`src/rtl/diff_window_averager.sv`:
```
// Windowed mean and peak-magnitude of a signed difference stream, over N = 2^LOG2_N samples.
// Results are presented through a single-entry valid/ready holding register with a sticky overrun flag.
module diff_window_averager #(
    parameter int unsigned DATA_W = 32,
    parameter int unsigned LOG2_N = 4
) (
    input  logic              M100CLK,
    input  logic              reset,
    input  logic              in_valid,
    input  logic [DATA_W-1:0] in_data,
    input  logic              clear,
    input  logic              out_ready,
    output logic              out_valid,
    output logic [DATA_W-1:0] out_avg,
    output logic [DATA_W-1:0] out_peak,
    output logic              overrun,
    output logic [LOG2_N-1:0] fill
);

    localparam int unsigned ACC_W = DATA_W + LOG2_N;

    logic [ACC_W-1:0]  acc_q, acc_d;
    logic [DATA_W-1:0] peak_q, peak_d;
    logic [LOG2_N-1:0] fill_q, fill_d;
    logic              out_valid_q, out_valid_d;
    logic [DATA_W-1:0] out_avg_q, out_avg_d;
    logic [DATA_W-1:0] out_peak_q, out_peak_d;
    logic              overrun_q, overrun_d;

    logic              accept;
    logic              complete;
    logic              load;
    logic              drop;
    logic [DATA_W-1:0] in_neg;
    logic [DATA_W-1:0] in_abs;
    logic [ACC_W-1:0]  in_ext;
    logic [ACC_W-1:0]  acc_sum;
    logic [DATA_W-1:0] peak_new;

    always_comb begin
        in_neg = '0 - in_data;
        // The most negative input has no positive counterpart; clamp it to the largest positive value.
        if (!in_data[DATA_W-1]) begin
            in_abs = in_data;
        end else if (in_data == {1'b1, {(DATA_W-1){1'b0}}}) begin
            in_abs = {1'b0, {(DATA_W-1){1'b1}}};
        end else begin
            in_abs = in_neg;
        end

        in_ext   = {{LOG2_N{in_data[DATA_W-1]}}, in_data};
        acc_sum  = acc_q + in_ext;
        peak_new = (in_abs > peak_q) ? in_abs : peak_q;

        accept   = in_valid && !clear;
        complete = accept && (fill_q == '1);
        load     = complete && (!out_valid_q || out_ready);
        drop     = complete && out_valid_q && !out_ready;
    end

    always_comb begin
        acc_d       = acc_q;
        peak_d      = peak_q;
        fill_d      = fill_q;
        out_valid_d = out_valid_q;
        out_avg_d   = out_avg_q;
        out_peak_d  = out_peak_q;
        overrun_d   = overrun_q || drop;

        if (clear) begin
            acc_d     = '0;
            peak_d    = '0;
            fill_d    = '0;
            overrun_d = 1'b0;
        end else if (accept) begin
            fill_d = fill_q + 1'b1;
            if (complete) begin
                acc_d  = '0;
                peak_d = '0;
            end else begin
                acc_d  = acc_sum;
                peak_d = peak_new;
            end
        end

        // Dropping the low LOG2_N bits of the two's-complement sum is an arithmetic shift (floor).
        if (load) begin
            out_valid_d = 1'b1;
            out_avg_d   = acc_sum[ACC_W-1:LOG2_N];
            out_peak_d  = peak_new;
        end else if (out_valid_q && out_ready) begin
            out_valid_d = 1'b0;
        end
    end

    always_ff @(posedge M100CLK or posedge reset) begin
        if (reset) begin
            acc_q       <= '0;
            peak_q      <= '0;
            fill_q      <= '0;
            out_valid_q <= 1'b0;
            out_avg_q   <= '0;
            out_peak_q  <= '0;
            overrun_q   <= 1'b0;
        end else begin
            acc_q       <= acc_d;
            peak_q      <= peak_d;
            fill_q      <= fill_d;
            out_valid_q <= out_valid_d;
            out_avg_q   <= out_avg_d;
            out_peak_q  <= out_peak_d;
            overrun_q   <= overrun_d;
        end
    end

    assign out_valid = out_valid_q;
    assign out_avg   = out_avg_q;
    assign out_peak  = out_peak_q;
    assign overrun   = overrun_q;
    assign fill      = fill_q;

endmodule

```
`config.mk`:
```
export PLATFORM = sky130hd
export DESIGN_NAME = diff_window_averager
export DESIGN_NICKNAME = d
export VERILOG_FILES = /design/src/rtl/diff_window_averager.sv
export SDC_FILE = /design/constraint.sdc
export NUM_CORES = 1
export LEC_CHECK = 0
export ABC_AREA = 1
export CORE_MARGIN = 4
export CORE_UTILIZATION = 42
export CTS_BUF_LIST = sky130_fd_sc_hd__clkbuf_4 sky130_fd_sc_hd__clkbuf_8 sky130_fd_sc_hd__clkbuf_16
export CTS_CLUSTER_DIAMETER = 100
export CTS_CLUSTER_SIZE = 20
export DETAILED_ROUTE_END_ITERATION = 8
export PLACE_DENSITY = 0.62
export RECOVER_POWER = 25
export SLEW_MARGIN = 15
export SYNTH_ARGS = -nofsm -noshare
export SYNTH_HDL_FRONTEND = slang
export SYNTH_SLANG_ARGS = --single-unit
export TNS_END_PERCENT = 1
```
`constraint.sdc`:
```
create_clock -name M100CLK -period 5.3 [get_ports M100CLK]
set_input_delay 0.795 -clock M100CLK [delete_from_list [all_inputs] [get_ports M100CLK]]
set_output_delay 0.795 -clock M100CLK [all_outputs]
set_load 0.01 [all_outputs]
```
==> impl_results.md <==
* Status: complete, but fails checks
* Failing checks: capacitance limit, slew limit
* Yosys synthesis warning count at 0
* Clock power share at 0.343
* Critical path arrival at 4.72 ns
* Syn Area/Cell at 6.80 µm²
* RR Startpoint: peak_q[7]$_DFFE_PP0P_
* Max-slew headroom at -1.18
* Crit path from: in_data[1]
* RSZ-0062 raised after global routing: no
* Clock Pin Slew Worst Setup and Hold Paths at approximately 0.06 ns
* Hpwl dp at 22400 µm
* DRC violations left at 0
* Global-route wire length before repair at 49600 µm
* Hold path start: out_peak[18]$_DFFE_PP0P_
* GPL Wtd Cong at 0.909
* Fillcell total at 2378
* Buffers on Ports at 106
* WL per Instance at roughly 16 µm
* Number of global-route vias before repair at 9717
* CTS tree: done
* Routed vias at 9831
* Max-Cap Viols at 1
* Netlist cell types at 44
* Switching Share at 0.371
* Nets at 1706
* Yosys top cell area share at 0.337
* Setup CP Type: input port to register
* WP buf/inv at 5
* Post-synth EDFFs at 0
* Pint at 0.00228 W
* Critical Path Slowest Stage Cell: clkdlybuf4s50_1
* Die Height at 164 µm
* CP max stage delay at 0.61 ns
* Tot GR Track Use at 0.230
* Post-CTS sizing at 0
* Worst-Skew Late Latency at 0.43 ns
* Synthesized area at between 0.01 and 0.015 mm²
* Area Growth Syn to Fin at 18.8%
* N_diodes at 0
* Initial Util at 0.431
* Worst path cell trace: clkdlybuf4s50_1 > inv_1 > ha_1 > nand3_4 > nor2_8 > nand2_4 > nor2_4 > nand2_4 > clkinv_2 > nor2_2 > inv_1 > ha_1 > nand2_1 > nor2_1 > nand2_1 > nand2_1 > nand2_1 > nand2_1 > nand2_1 > nand2_2 > buf_4 > nand3_1 > nand3_1 > nand2_1
* Worst hold slack at 0.475 ns
* Hold Crit Class: register to register
* Tmin final at 4.40 ns
* CP required at 5.62 ns
* Crit end category: register
* I/O pin count at between 100 and 150
* Row count at 56
* TritonRoute pass-1 iters at 6
* Fin. max-slew vios at 72
* Die width at 164 µm
* Sequential share of the synthesized area at 0.337
* Synth area leaders: dfrtp_1 34%, nand2_1 19%, ha_1 8.4%
* Most frequent cell after synthesis: nand2_1
* Measured slew at the worst slew-check pin at between 3 and 4 ns
* Overflow left after global routing at 0
* Sequential power share at 0.334
* Cell taking the most area after synthesis: dfrtp_1
* Most frequent cells after synthesis: 521 x nand2_1, 174 x inv_1, 168 x nand3_1, 138 x dfrtp_1, 120 x nor2_1
* Total Neg Setup Slack at 0 ns
* CTS buffer count at 17
* Final setup vio count at 0
* P_sw at between 0.001 and 0.0015 W
* Mapped Nets at around 1600
* Drt initial violations at 631
* Final period utilization at 0.830
* Ys async rst share at 1.00
* Antenna violations before repair at 0
* Top FF cell, synth: dfrtp_1
* Die area at between 0.02 and 0.03 mm²
* Clock sink total at roughly 140
* Leak at 6.51 nW
* Worst VDD drop at 0.203 mV
* Final Hold Violating Endpoints at 0
* CTS Buffer Depth at 2
* Post-CTS setup buffer count at 0
* Via density at slightly above 5
* Hold Buf Count CTS at 0
* CTS root buf: clkbuf_16
* Largest net degree at the start of global routing at 74
* Final wirelength at 30000 µm
* CP most frequent cell: nand2_1
* Crit Path Max Fanout at 32
* Clock Skew at 0.0113 ns
* Final ANT Viol Nets at 0
* H-tree Lvls at 4
* #FFs+latches synth at 138
* CP top delay family: simple AND/OR/NAND/NOR gates
* Core area at 0.0238 mm²
* Power Dens Cells at 298 mW/mm²
* CP startpoint kind: input port
* Cell count after synthesis at 1506
* Max Fclk at 227 MHz
* Comb pwr share at 0.323
* Share of layout cells above drive strength 1 at 0.0701
[placed cells by master (no fill, tap or decap), types with 3 or more instances in the layout]
cell type and instances:
nand2_1 520, inv_1 173, nand3_1 168, dfrtp_1 138, nor2_1 119, clkdlybuf4s50_1 104
a21oi_1 75, ha_1 69, o21ai_0 40, xor2_1 20, nand3_2 20, nor2_2 19
clkbuf_16 17, nand4_1 13, nor3_1 12, nand2_2 12, buf_4 10, o21ai_1 7
xnor2_1 7, nor2_4 6, o21bai_1 6, nand3b_1 6, a21o_1 5, inv_6 4
o21a_1 3, inv_2 3, clkinv_2 3, a22o_1 3
[worst min-delay path: stages, from the launching register on]
cell,delay [ns]
dfrtp_1,0.34
nand2_1,0.05
nand2_1,0.05
[power groups by stage]
stage	clock (W)	combinational, W	sequential [W]
after floorplan	0	0.000851	0.00122
after global placement	0	0.00115	0.00122
after detailed placement	0	0.00117	0.00123
after CTS	0.00127	0.00117	0.00121
after global routing	0.00132	0.00133	0.00122
final	0.00124	0.00117	0.00121
[logic make-up after synthesis]
kind of cell,share of synthesized area
xor+xnor,0.0231
fa+ha+maj,0.0863
buf+inv,0.0875
flops,0.337
simple gates,0.389
compound gates,0.0763
[metrics by stage]
step,cells,setup slack (ns),area [µm²],total power (W),utilization
after detailed placement,1899,0.426,11600,0.00239,0.487
final,1931,0.900,12200,0.00363,0.512
after CTS,1931,0.857,12200,0.00365,0.512
after floorplan,1506,0.809,10200,0.00207,-
after global placement,1899,0.460,11600,0.00237,0.487
after global routing,1931,0.584,12200,0.00387,0.512
[state kept, by name, summed over array words and instances, names as in the netlist]
register / cells
acc_q: 36
peak_q: 32
out_valid: 1
out_avg: 32
overrun: 1
fill: 4
out_peak: 32
[per-layer routing]
metal / track usage / share of wire
met1: 0.306 / 0.46
met2: 0.386 / 0.48
met3: 0.0381 / 0.047
met4: 0.0671 / 0.020
met5: 0 / 0
[area by class of cell]
cell class	instances	area, µm²	share of cell area
Clock buffer	20	460	0.0379
Inverter	179	674	0.0555
Clock inverter	12	138	0.0113
Tap cell	319	399	0.0328
Sequential cell	138	3450	0.284
Multi-Input combinational cell	1146	5900	0.485
Timing Repair Buffer	117	1140	0.0938
[worst paths after layout]
kind                                            end  slack [ns]  cells after the start
setup reg to reg           out_peak[27]$_DFFE_PP0P_        2.87                     14
hold / removal             out_peak[18]$_DFFE_PP0P_        0.47                      2
hold reg to reg            out_peak[18]$_DFFE_PP0P_        0.47                      2
max in group asynchronous   out_avg[22]$_DFFE_PP0P_        1.64                      3
min in group asynchronous   out_peak[8]$_DFFE_PP0P_        1.77                      2
setup / recovery           out_peak[27]$_DFFE_PP0P_        0.90                     24
No activity file was read; power rests on OpenSTA's default activity.
